===== src/rtl/input_fifo_buffer.sv =====
// Multi-lane first-word-fall-through input FIFO between the external data port and the compute array.
// Define INBUF_OVF_EN to add the sticky OVF_ERR flag for writes dropped while full.
module input_fifo_buffer #(
    parameter int DATA_W = 8,
    parameter int NUM_CH = 4,
    parameter int DEPTH  = 4
) (
    input  logic                         CLKEXT,
    input  logic                         CLR_BUF_IN,
    input  logic                         FLUSH,
    input  logic                         EN_BUF_IN,
    input  logic [NUM_CH*DATA_W-1:0]     D_IN,
    output logic                         IN_READY,
    input  logic                         RD_EN,
    output logic [NUM_CH*DATA_W-1:0]     Q_OUT,
    output logic                         OUT_VALID,
    output logic                         FULL,
    output logic                         EMPTY,
    output logic [$clog2(DEPTH):0]       COUNT
`ifdef INBUF_OVF_EN
    ,
    output logic                         OVF_ERR
`endif
);

    localparam int VEC_W = NUM_CH * DATA_W;
    localparam int PTR_W = $clog2(DEPTH);
    localparam int CNT_W = PTR_W + 1;
    localparam logic [CNT_W-1:0] FULL_CNT = CNT_W'(DEPTH);

    logic [VEC_W-1:0] mem [DEPTH];
    logic [PTR_W-1:0] wr_ptr_q, wr_ptr_d;
    logic [PTR_W-1:0] rd_ptr_q, rd_ptr_d;
    logic [CNT_W-1:0] count_q, count_d;

    logic full_q;
    logic empty_q;
    logic wr_acc;
    logic rd_acc;
    logic wr_go;
    logic rd_go;

    // Flags come only from the registered count, so they never glitch on input changes.
    assign full_q    = (count_q == FULL_CNT);
    assign empty_q   = (count_q == '0);
    assign FULL      = full_q;
    assign EMPTY     = empty_q;
    assign IN_READY  = ~full_q;
    assign OUT_VALID = ~empty_q;
    assign COUNT     = count_q;

    assign wr_acc = EN_BUF_IN & ~full_q;
    assign rd_acc = RD_EN & ~empty_q;
    assign wr_go  = wr_acc & ~FLUSH;
    assign rd_go  = rd_acc & ~FLUSH;

    // NOTE: every signal driven here gets a default first, so no path leaves it unassigned and no latch is inferred.
    always_comb begin
        wr_ptr_d = wr_ptr_q;
        rd_ptr_d = rd_ptr_q;
        count_d  = count_q;
        if (FLUSH) begin
            wr_ptr_d = '0;
            rd_ptr_d = '0;
            count_d  = '0;
        end else begin
            // DEPTH is a power of two, so pointer overflow is the modulo wrap.
            if (wr_go) wr_ptr_d = wr_ptr_q + 1'b1;
            if (rd_go) rd_ptr_d = rd_ptr_q + 1'b1;
            unique case ({wr_go, rd_go})
                2'b10:   count_d = count_q + 1'b1;
                2'b01:   count_d = count_q - 1'b1;
                default: count_d = count_q;
            endcase
        end
    end

    // NOTE: state registers use non-blocking assignments so every flop samples pre-edge values.
    always_ff @(posedge CLKEXT or negedge CLR_BUF_IN) begin
        if (!CLR_BUF_IN) begin
            wr_ptr_q <= '0;
            rd_ptr_q <= '0;
            count_q  <= '0;
        end else begin
            wr_ptr_q <= wr_ptr_d;
            rd_ptr_q <= rd_ptr_d;
            count_q  <= count_d;
        end
    end

    // NOTE: the storage array is reset deliberately so Q_OUT reads 0 after reset; this makes it flops, not RAM.
    always_ff @(posedge CLKEXT or negedge CLR_BUF_IN) begin
        if (!CLR_BUF_IN) begin
            for (int i = 0; i < DEPTH; i++) begin
                mem[i] <= '0;
            end
        end else if (wr_go) begin
            mem[wr_ptr_q] <= D_IN;
        end
    end

    // Fall-through head: stale data while empty, qualified downstream by OUT_VALID.
    assign Q_OUT = mem[rd_ptr_q];

`ifdef INBUF_OVF_EN
    logic ovf_q;

    always_ff @(posedge CLKEXT or negedge CLR_BUF_IN) begin
        if (!CLR_BUF_IN) begin
            ovf_q <= 1'b0;
        end else if (FLUSH) begin
            ovf_q <= 1'b0;
        end else if (EN_BUF_IN && full_q) begin
            ovf_q <= 1'b1;
        end
    end

    assign OVF_ERR = ovf_q;
`endif

endmodule


===== config.mk =====
export PLATFORM = sky130hd
export DESIGN_NAME = input_fifo_buffer
export DESIGN_NICKNAME = d
export VERILOG_FILES = /design/src/rtl/input_fifo_buffer.sv
export SDC_FILE = /design/constraint.sdc
export NUM_CORES = 1
export LEC_CHECK = 0
export CORE_MARGIN = 2
export CORE_UTILIZATION = 58
export CTS_BUF_LIST = sky130_fd_sc_hd__clkbuf_4 sky130_fd_sc_hd__clkbuf_8
export CTS_CLUSTER_DIAMETER = 60
export DETAILED_ROUTE_END_ITERATION = 16
export PLACE_DENSITY = 0.82
export SYNTH_ARGS = -nofsm -noshare
export SYNTH_HDL_FRONTEND = slang
export SYNTH_SLANG_ARGS = --single-unit

===== constraint.sdc =====
create_clock -name CLKEXT -period 3 [get_ports CLKEXT]
set_input_delay 0.6 -clock CLKEXT [delete_from_list [all_inputs] [get_ports CLKEXT]]
set_output_delay 0.6 -clock CLKEXT [all_outputs]
set_load 0.02 [all_outputs]

Yosys cells after proc, flatten, opt, wreduce, memory -nomap -nowiden

Index checks and enable logic that the tools add are counted.

Register bits: 135
Latch bits: 0
Memory bits (writable): 0
ROM bits: 0
Output and inout port bits: 39
Word-level logic and storage cells: 43
Memories kept: 0

$add $sub $neg: 4
Multiply operators: 0
Divide/modulo/power cells: 0
Order comparisons: 3
Equal/unequal tests: 3
Shifts and indexed selects: 0
Muxes and demuxes: 12
Bitwise logic cells: 9
Reductions and logical operators: 5

Operator list:

| cell                                                       | count |
|---|---|
| bitwise mux 128 bit                                        | 1 |
| two-way mux 32 bit                                         | 3 |
| binary-select mux 32 bit (select 2 bit)                    | 1 |
| demux 32 bit (select 2 bit)                                | 1 |
| two-way mux 2 bit                                          | 4 |
| >= comparator 3 bit, second input constant                 | 2 |
| inverter 2 -> 3 bit                                        | 2 |
| one-hot mux 3 bit (2 select lines)                         | 1 |
| adder 2 x 1 -> 2 bit, second input constant                | 2 |
| AND 1 bit                                                  | 4 |
| nonzero test 2 bit                                         | 2 |
| adder 3 x 1 -> 3 bit, second input constant                | 1 |
| equality test 3 bit, second input constant                 | 1 |
| zero test 3 bit                                            | 1 |
| less-than comparator 3 x 1 -> 1 bit, second input constant | 1 |
| two-way mux 3 bit                                          | 1 |
| inverter 1 bit                                             | 3 |
| nonzero test 3 bit                                         | 1 |
| subtractor 3 x 1 -> 3 bit, second input constant           | 1 |
| equality test 2 x 1 -> 1 bit, second input constant        | 1 |
| equality test 2 bit, second input constant                 | 1 |
| logical AND 1 bit                                          | 1 |

Logic depth before layout (Yosys ltp)

Gate-level depths: netlist of run 1.

Depth after elaboration: 7
Mapped depth: 10
Depth with buffers taken out: 8

Worst setup path after synthesis of run 1

No wires, ideal clock.

Kind: flip-flop to flip-flop
From: register count_q[0] (netlist: COUNT[0])
To: register count_q[2] (netlist: COUNT[2])
Arrival: 2535 ps
Required time: 2917 ps
Setup slack: 382 ps
Stages on the path, launching flop included: 10
Buffers on the path: 2
Cell sequence: dfrtp_1 -> buf_2 -> or3b_1 -> buf_6 -> o21ai_0 -> and3b_1 -> fa_1 -> or4b_2 -> a21o_1 -> a31oi_1

Word-level cells in the longest chain between the ends: 7
Elaborated cells between the ends (all ways): 15
Those cells by class: 2 x add/sub; 3 x eq/ne; 2 x mux; 6 x bitwise; 2 x reduce/logical

RTL lines:

| element                                                                    | RTL line | text |
|---|---|---|
| start, declared                                                            | 34       | `logic [CNT_W-1:0] count_q, count_d;` |
| start signal, assigned                                                     | 87       | `count_q <= count_d;` |
| equality test 3 bit *                                                      | 44       | `assign full_q = (count_q == FULL_CNT);` |
| inverter 1 bit *                                                           | --       |  |
| net IN_READY                                                               | 13       | `output logic IN_READY,` |
| AND 1 bit *                                                                | 52       | `assign wr_acc = EN_BUF_IN & ~full_q;` |
| AND 1 bit *                                                                | 54       | `assign wr_go = wr_acc & ~FLUSH;` |
| equality test 2 x 1 -> 1 bit / equality test 2 bit (equally long branches) | 70       | `unique case ({wr_go, rd_go})` |
| one-hot mux 3 bit (2 select lines)                                         | 70       |  |
| two-way mux 3 bit                                                          | 62       | `if (FLUSH) begin` |

The timed path passes the listed nets; every way through them passes the cells marked *.
A chain may end at the register's enable or synchronous reset.

Worst setup path after layout of run 1

From: register rd_ptr_q[0]
To: output Q_OUT[5]

Word-level cells in the longest chain between the ends: 4

RTL lines:

| element                                               | RTL line | text |
|---|---|---|
| start, declared                                       | 33       | `logic [PTR_W-1:0] rd_ptr_q, rd_ptr_d;` |
| start signal, assigned                                | 86       | `rd_ptr_q <= rd_ptr_d;` |
| inverter 2 -> 3 bit (implied by the code)             | 103      | `assign Q_OUT = mem[rd_ptr_q];` |
| binary-select mux 32 bit (select 2 bit)               | 103      |  |
| two-way mux 32 bit (implied by the code) (2 in a row) | 103      |  |
| end, declared                                         | 15       | `output logic [NUM_CH*DATA_W-1:0] Q_OUT,` |

Every way passes these cells. The select of a mux whose other input is x is not followed.

==> impl_metrics.csv, run 1 <==
group,metric,value,unit
status,status,"complete, no violations",
worst_setup_path,worst_path_largest_cell_delay,570,ps
worst_setup_path,worstSetupStartpoint,"rd_ptr_q[0]",
worst_setup_path,crit_slowest_cell,"sky130_fd_sc_hd__clkdlybuf4s50_1",
worst_setup_path,cp_cell_sequence,"buf_12 > mux4_2 > clkdlybuf4s50_1",
die,fp.dieArea,12300,sq um
route,starting_drt_drc_count,147,
worst_setup_path,type_of_the_setup_path_with_the_least_slack,"flop to output port",
worst_setup_path,timing.rr.start,"COUNT[0]",
placement,place_worst_setup_slack,148,ps
power,power_density,794,nW/um^2
clocking,hold_buffers,0,
route,drt_pre_antenna_iters,4,
grt,grt_start_max_net_pins,62,
clocking,clock_path_buffers,2,
logic_synthesis,yosys-mux-area-fraction,0.394,
timing,final_cycle_share,0.948,
placement,place_congestion,0.721,
timing,final_critical_path_setup_slack,156,ps
placement,port-buffer-count,75,
layout,areaGrowthSynthToFinish,19.8,%
logic_synthesis,synthesis.nets,420,
timing,maxClockFrequency,352,MHz
logic_synthesis,synth_top_family_by_area,"multiplexers",
die,io_pins,76,
power,worst_ir_drop_vdd,0.453,mV
clocking,total_cts_buffers,17,
timing,finalSetupTns,0,ps
logic_synthesis,synth-adder-area-share,0.0106,
placement,detailedPlacementHpwl,7870,microns
layout,multi_input_gate_area_in_the_final_layout,2990,sq um
logic_synthesis,yosys_warnings,0,
route,drc,0,
route,wl_per_cell,20.6,microns
route,finalWirelength,12800,microns
logic_synthesis,synth_seq_cells,135,
logic_synthesis,syn_area_per_cell,17.5,sq um
logic_synthesis,synth-simple-area-share,0.0275,
clocking,insertion_delay,450,ps
min_path,min-delay-path-class,"input pin to async pin",
die,die_y,111,microns
grt,overflow,0,
timing,slew_headroom,0.662,
timing,slew_viol_final,0,
worst_setup_path,critical_path_required,2400,ps
logic_synthesis,synth_xor_xnor_area_share,0.00528,
worst_setup_path,worst_ep_arrival,2240,ps
die,core-area,11300,sq um
clocking,tritoncts,"yes",
layout,finalNetCount,506,
worst_setup_path,cp-end-kind,"output port",
power,p_leak,3.75,nW
timing,report.final.hold_viol_count,0,
run,max_cap_violations,0,
timing,final.min_clock_period,2840,ps
route,avgViaCountPerCell,5.70,
route,routed_vias,3531,
die,placementRows,39,
layout,most_frequent_standard_cell_in_the_layout_excluding_fill_and_tap_cells,"sky130_fd_sc_hd__dfrtp_1",
logic_synthesis,post_synth_num_cell_types,36,
clocking,tritoncts_num_sinks,135,
logic_synthesis,synth_area,6630,sq um
layout,final-seq-area,3380,sq um
layout,nFillCells,727,
logic_synthesis,synth-compound-area-share,0.0134,
die,initial_utilization,0.588,
die,die_width,111,microns
worst_setup_path,critPathMaxFanout,14,
clocking,clock_tree.root_cell,"sky130_fd_sc_hd__clkbuf_8",
layout,layout-drive-gt1-share,0.465,
timing,clock_skew,12.0,ps
clocking,path_clk_slew,90,ps
logic_synthesis,synth.yosys.seq_area_share,0.509,
grt,first_pass_grt_wire_length,22100,microns
clocking,clock_h_tree_levels,4,
layout,mostFrequentLayoutCells,"sky130_fd_sc_hd__dfrtp_1 (133), sky130_fd_sc_hd__mux2_4 (120), sky130_fd_sc_hd__clkdlybuf4s50_1 (73)",
grt,vias_in_the_first_global_route,4083,
grt,grt_antenna_before_repair,0,
timing,worst_tran_pin_value,507,ps
timing,grt_setup_unrepaired,"no",
worst_setup_path,setup.worst_path.start_class,"flop",
layout,num_antenna_cells,0,
timing,setup_violating_endpoint_count_in_the_final_report,0,
route,drtAntennaViolNets,0,
logic_synthesis,synthesized_instance_count,378,
grt,total_track_usage,0.232,
-- final timing paths --
check / slack (ps) / depth (start not counted) / endpoint
worst max register to register: 360 / 7 / COUNT[2]
worst min register to register: 510 / 1 / mem[55]
worst max-delay path: 160 / 3 / Q_OUT[5]
max in group asynchronous: 2150 / 2 / rd_ptr_q[0]
worst min-delay path: 90 / 1 / mem[82]
min in group CLKEXT: 510 / 1 / mem[55]
-- worst max-delay path: cells and delay by family, from the launching register on --
family | cells | cell delay (ps)
flip-flops | 1 | 500
buffers and inverters | 2 | 770
multiplexers | 1 | 530
-- repair_timing --
action	in CTS	in global routing
gates resized for setup	1	1
buffers inserted	0	3
endpoints found under the setup margin	8	2
-- synthesized netlist by cell type --
| cell | instances | share of area |
|---|---|---|
| sky130_fd_sc_hd__dfrtp_1 | 135 | 0.51 |
| sky130_fd_sc_hd__mux2_4 | 120 | 0.27 |
| sky130_fd_sc_hd__mux4_2 | 32 | 0.11 |
| sky130_fd_sc_hd__buf_6 | 12 | 0.020 |
| sky130_fd_sc_hd__mux2_2 | 8 | 0.014 |
| sky130_fd_sc_hd__clkbuf_1 | 7 | 0.0040 |
| sky130_fd_sc_hd__nand2_1 | 5 | 0.0028 |
| sky130_fd_sc_hd__nand3_1 | 5 | 0.0038 |
| sky130_fd_sc_hd__nor2_1 | 5 | 0.0028 |
| sky130_fd_sc_hd__buf_2 | 4 | 0.0030 |
| sky130_fd_sc_hd__ha_1 | 4 | 0.0075 |
| sky130_fd_sc_hd__inv_1 | 4 | 0.0023 |
| sky130_fd_sc_hd__o21ai_0 | 4 | 0.0030 |
| sky130_fd_sc_hd__a21oi_1 | 3 | 0.0023 |
| sky130_fd_sc_hd__buf_12 | 3 | 0.0091 |
| sky130_fd_sc_hd__nand2_4 | 3 | 0.0051 |
| sky130_fd_sc_hd__a21o_1 | 2 | 0.0023 |
| sky130_fd_sc_hd__or3_1 | 2 | 0.0019 |
| sky130_fd_sc_hd__xnor2_1 | 2 | 0.0026 |
| sky130_fd_sc_hd__xor2_1 | 2 | 0.0026 |
| sky130_fd_sc_hd__a211oi_1 | 1 | 0.0011 |
| sky130_fd_sc_hd__a31o_2 | 1 | 0.0013 |
| sky130_fd_sc_hd__a31oi_1 | 1 | 0.00094 |
| sky130_fd_sc_hd__and3b_1 | 1 | 0.0013 |
| sky130_fd_sc_hd__and4b_1 | 1 | 0.0015 |
| sky130_fd_sc_hd__buf_1 | 1 | 0.00057 |
| sky130_fd_sc_hd__fa_1 | 1 | 0.0030 |
| sky130_fd_sc_hd__inv_2 | 1 | 0.00057 |
| sky130_fd_sc_hd__nand2b_1 | 1 | 0.00094 |
| sky130_fd_sc_hd__nor2b_1 | 1 | 0.00094 |
| sky130_fd_sc_hd__nor3_1 | 1 | 0.00075 |
| sky130_fd_sc_hd__nor3b_4 | 1 | 0.0028 |
| sky130_fd_sc_hd__o22ai_1 | 1 | 0.00094 |
| sky130_fd_sc_hd__o311a_1 | 1 | 0.0015 |
| sky130_fd_sc_hd__or3b_1 | 1 | 0.0013 |
| sky130_fd_sc_hd__or4b_2 | 1 | 0.0015 |
-- layout make-up --
type,count,area share
multi-input cells,211,0.376
clock buffers,19,0.0329
flip-flops and latches,135,0.426
inverters,5,0.00236
well taps,143,0.0225
repair buffers,94,0.121
clock inverters,13,0.0194
-- metal layers --
metal / track usage / wire length (microns) / part of all wire / up-vias
met1: 0.335 / 6080 / 0.48 / 1869
met4: 0.0800 / 242 / 0.019 / 0
met3: 0.0623 / 568 / 0.044 / 24
met2: 0.346 / 5900 / 0.46 / 77
met5: 0 / 0 / 0 / -
li1: - / - / - / 1561
-- registers in the layout (all words and copies together), names as in the netlist --
signal	flops
mem	128
COUNT	3
rd_ptr_q	2
wr_ptr_q	2
-- logic make-up after synthesis --
group / Yosys count
flops: 135
fa+ha+maj: 5
simple gates: 28
mux: 160
xor+xnor: 4
buf+inv: 32
compound gates: 14
-- power breakdown --
group	switching [mW]	total [mW]	leakage (nW)	internal, mW
combinational	0.675	2.02	1.85	1.34
sequential	0.324	2.72	1.69	2.39
clock	0.709	1.57	0.215	0.860
total	1.71	6.31	3.75	4.60
-- metrics by stage --
step	total power, mW	cells	util	instance area, sq um	hold WS [ps]
finish	6.31	620	0.705	7950	85.7
global route	6.63	620	0.705	7950	108
CTS	6.36	617	0.703	7920	83.2
detailed placement	4.76	585	0.666	7500	488
global placement	4.68	585	0.666	7500	483
floorplan	4.10	378	-	6630	304
No activity file was read; power rests on OpenSTA's default activity.
==> run 2, diff against run 1 <==
GPL_TIMING_DRIVEN = 1   (was not set)
PLACE_DENSITY = 0.89   (was 0.82)
clock period = 2.8 ns   (was 3 ns; I/O delays follow)
==> run 2 against run 1 <==
Register-to-register slack worse by 50 ps; sequential cell count unchanged; core utilization rose by 0.56 points; sequential power rose by 7%; first-iteration DRC count up 38%; total power rose by 7.7%; largest cell class unchanged.
==> impl_metrics.csv, run 2 (synthesized netlist as in run 1, its figures left out) <==
group,metric,value,unit
status,status,"complete, no violations",
route,avgViaCountPerCell,5.70,
timing,clock_skew,7.07,ps
clocking,insertion_delay,440,ps
run,max_cap_violations,0,
layout,final-seq-area,3380,sq um
clocking,clock_tree.root_cell,"sky130_fd_sc_hd__clkbuf_8",
timing,finalSetupTns,0,ps
layout,layout-drive-gt1-share,0.470,
die,core-area,11300,sq um
timing,grt_setup_unrepaired,"no",
layout,nFillCells,723,
route,routed_vias,3558,
route,drc,0,
power,power_density,848,nW/um^2
power,p_int,4.89,mW
timing,worst_tran_pin_value,504,ps
placement,detailedPlacementHpwl,8230,microns
worst_setup_path,critical_path.reg2reg.endpoint,"COUNT[2]",
timing,setup_violating_endpoint_count_in_the_final_report,0,
min_path,min-delay-path-class,"input pin to async pin",
layout,regMostFlops,"mem",
die,die_y,111,microns
clocking,total_cts_buffers,17,
grt,first_pass_grt_wire_length,21800,microns
route,finalWirelength,13200,microns
worst_setup_path,critical_path_required,2240,ps
power,clock_power_share,0.251,
timing,slew_headroom,0.664,
clocking,clock_path_buffers,2,
route,wl_per_cell,21.1,microns
die,placementRows,39,
grt,vias_in_the_first_global_route,3991,
power,reported_net_switching_power,1.90,mW
route,starting_drt_drc_count,203,
power,worst_ir_drop_vdd,0.725,mV
timing,final.min_clock_period,2710,ps
layout,mostFrequentLayoutCells,"sky130_fd_sc_hd__dfrtp_1 (134), sky130_fd_sc_hd__mux2_4 (120), sky130_fd_sc_hd__clkdlybuf4s50_1 (54)",
route,drt_pre_antenna_iters,4,
layout,multi_input_gate_area_in_the_final_layout,2990,sq um
die,die_width,111,microns
timing,final_cycle_share,0.969,
power,seq_power_share,0.429,
layout,most_frequent_standard_cell_in_the_layout_excluding_fill_and_tap_cells,"sky130_fd_sc_hd__dfrtp_1",
worst_setup_path,worst_ep_arrival,2150,ps
worst_setup_path,worst_r2r_path_depth,7,
route,drtAntennaViolNets,0,
grt,grt_antenna_before_repair,0,
worst_setup_path,regToRegSetupSlack,310,ps
clocking,tritoncts,"yes",
die,initial_utilization,0.588,
grt,total_track_usage,0.228,
layout,finalNetCount,510,
worst_setup_path,cp-end-kind,"output port",
power,power.share.switching,0.280,
timing,report.final.hold_viol_count,0,
die,io_pins,76,
power,p_leak,3.93,nW
placement,place_congestion,0.728,
clocking,clock_h_tree_levels,4,
layout,layout.core_utilization,0.711,
placement,port-buffer-count,75,
clocking,tritoncts_num_sinks,135,
worst_setup_path,critPathMaxFanout,13,
clocking,path_clk_slew,80,ps
worst_setup_path,setup.worst_path.start_class,"flop",
worst_setup_path,type_of_the_setup_path_with_the_least_slack,"flop to output port",
grt,grt_start_max_net_pins,54,
die,fp.dieArea,12300,sq um
layout,num_antenna_cells,0,
timing,slew_viol_final,0,
grt,overflow,0,
power,share_comb_of_total_power,0.319,
clocking,hold_buffers,0,
worst_setup_path,timing.rr.start,"COUNT[1]",
timing,maxClockFrequency,369,MHz
layout,flip_flop_count_of_the_largest_register_all_copies_and_words_added,128,
layout,areaGrowthSynthToFinish,20.8,%
[run 2: layout make-up]
class / count / area share
multi-input combinational: 211 / 0.374
timing repair buffer: 98 / 0.127
clock inverter: 14 / 0.0217
sequential: 135 / 0.422
tap: 143 / 0.0223
inverter: 5 / 0.00234
clock buffer: 18 / 0.0309
[run 2: power groups by stage]
stage,Sequential (mW),Combinational [mW],Clock (mW)
global placement,2.89,2.13,0
CTS,2.91,2.21,1.74
global route,2.99,2.31,1.83
finish,2.92,2.17,1.71
floorplan,2.81,1.58,0
detailed placement,2.94,2.19,0
[run 2: stage by stage]
step           setup WS [ps]  instance area [sq um]  hold slack (ps)  total power, mW  instances
2_1_floorplan            182                   6630              264             4.39        378
3_3_place_gp            80.2                   7520              482             5.02        590
3_5_place_dp            41.4                   7520              491             5.12        590
4_1_cts                 11.7                   7960             69.1             6.86        624
5_1_grt                 4.92                   8010             88.3             7.13        624
6_report                87.5                   8010             84.7             6.79        624
[run 2: per-layer routing]
metal,wire length [microns],GRT usage
met5,0,0
met4,65,0.0525
met3,749,0.0804
met2,6230,0.339
met1,6140,0.328
[run 2: worst max path at each step]
| stage | startpoint | to | slack, ps | cells past startpoint |
|---|---|---|---|---|
| 2_1_floorplan | COUNT[0] | COUNT[2] | 180 | 9 |
| 5_1_grt | rd_ptr_q[0] | Q_OUT[9] | 5 | 3 |
| 6_report | rd_ptr_q[0] | Q_OUT[9] | 90 | 3 |
| 3_3_place_gp | EN_BUF_IN | COUNT[2] | 80 | 7 |
| 4_1_cts | rd_ptr_q[0] | Q_OUT[13] | 10 | 3 |
| 3_5_place_dp | EN_BUF_IN | COUNT[2] | 40 | 7 |
[run 2: what timing repair did]
| item | 4_1_cts | 5_1_grt |
|---|---|---|
| buffers inserted | 2 | 0 |
| gates resized for setup | 1 | 20 |
| pin swaps | 0 | 0 |
| setup endpoints to repair | 28 | 20 |
| hold endpoints to repair | 0 | 0 |
[run 2: critical path: stages (launching register included)]
cell and delay (ps):
sky130_fd_sc_hd__dfrtp_2 450, sky130_fd_sc_hd__buf_12 190, sky130_fd_sc_hd__mux4_2 520, sky130_fd_sc_hd__clkdlybuf4s50_1 550
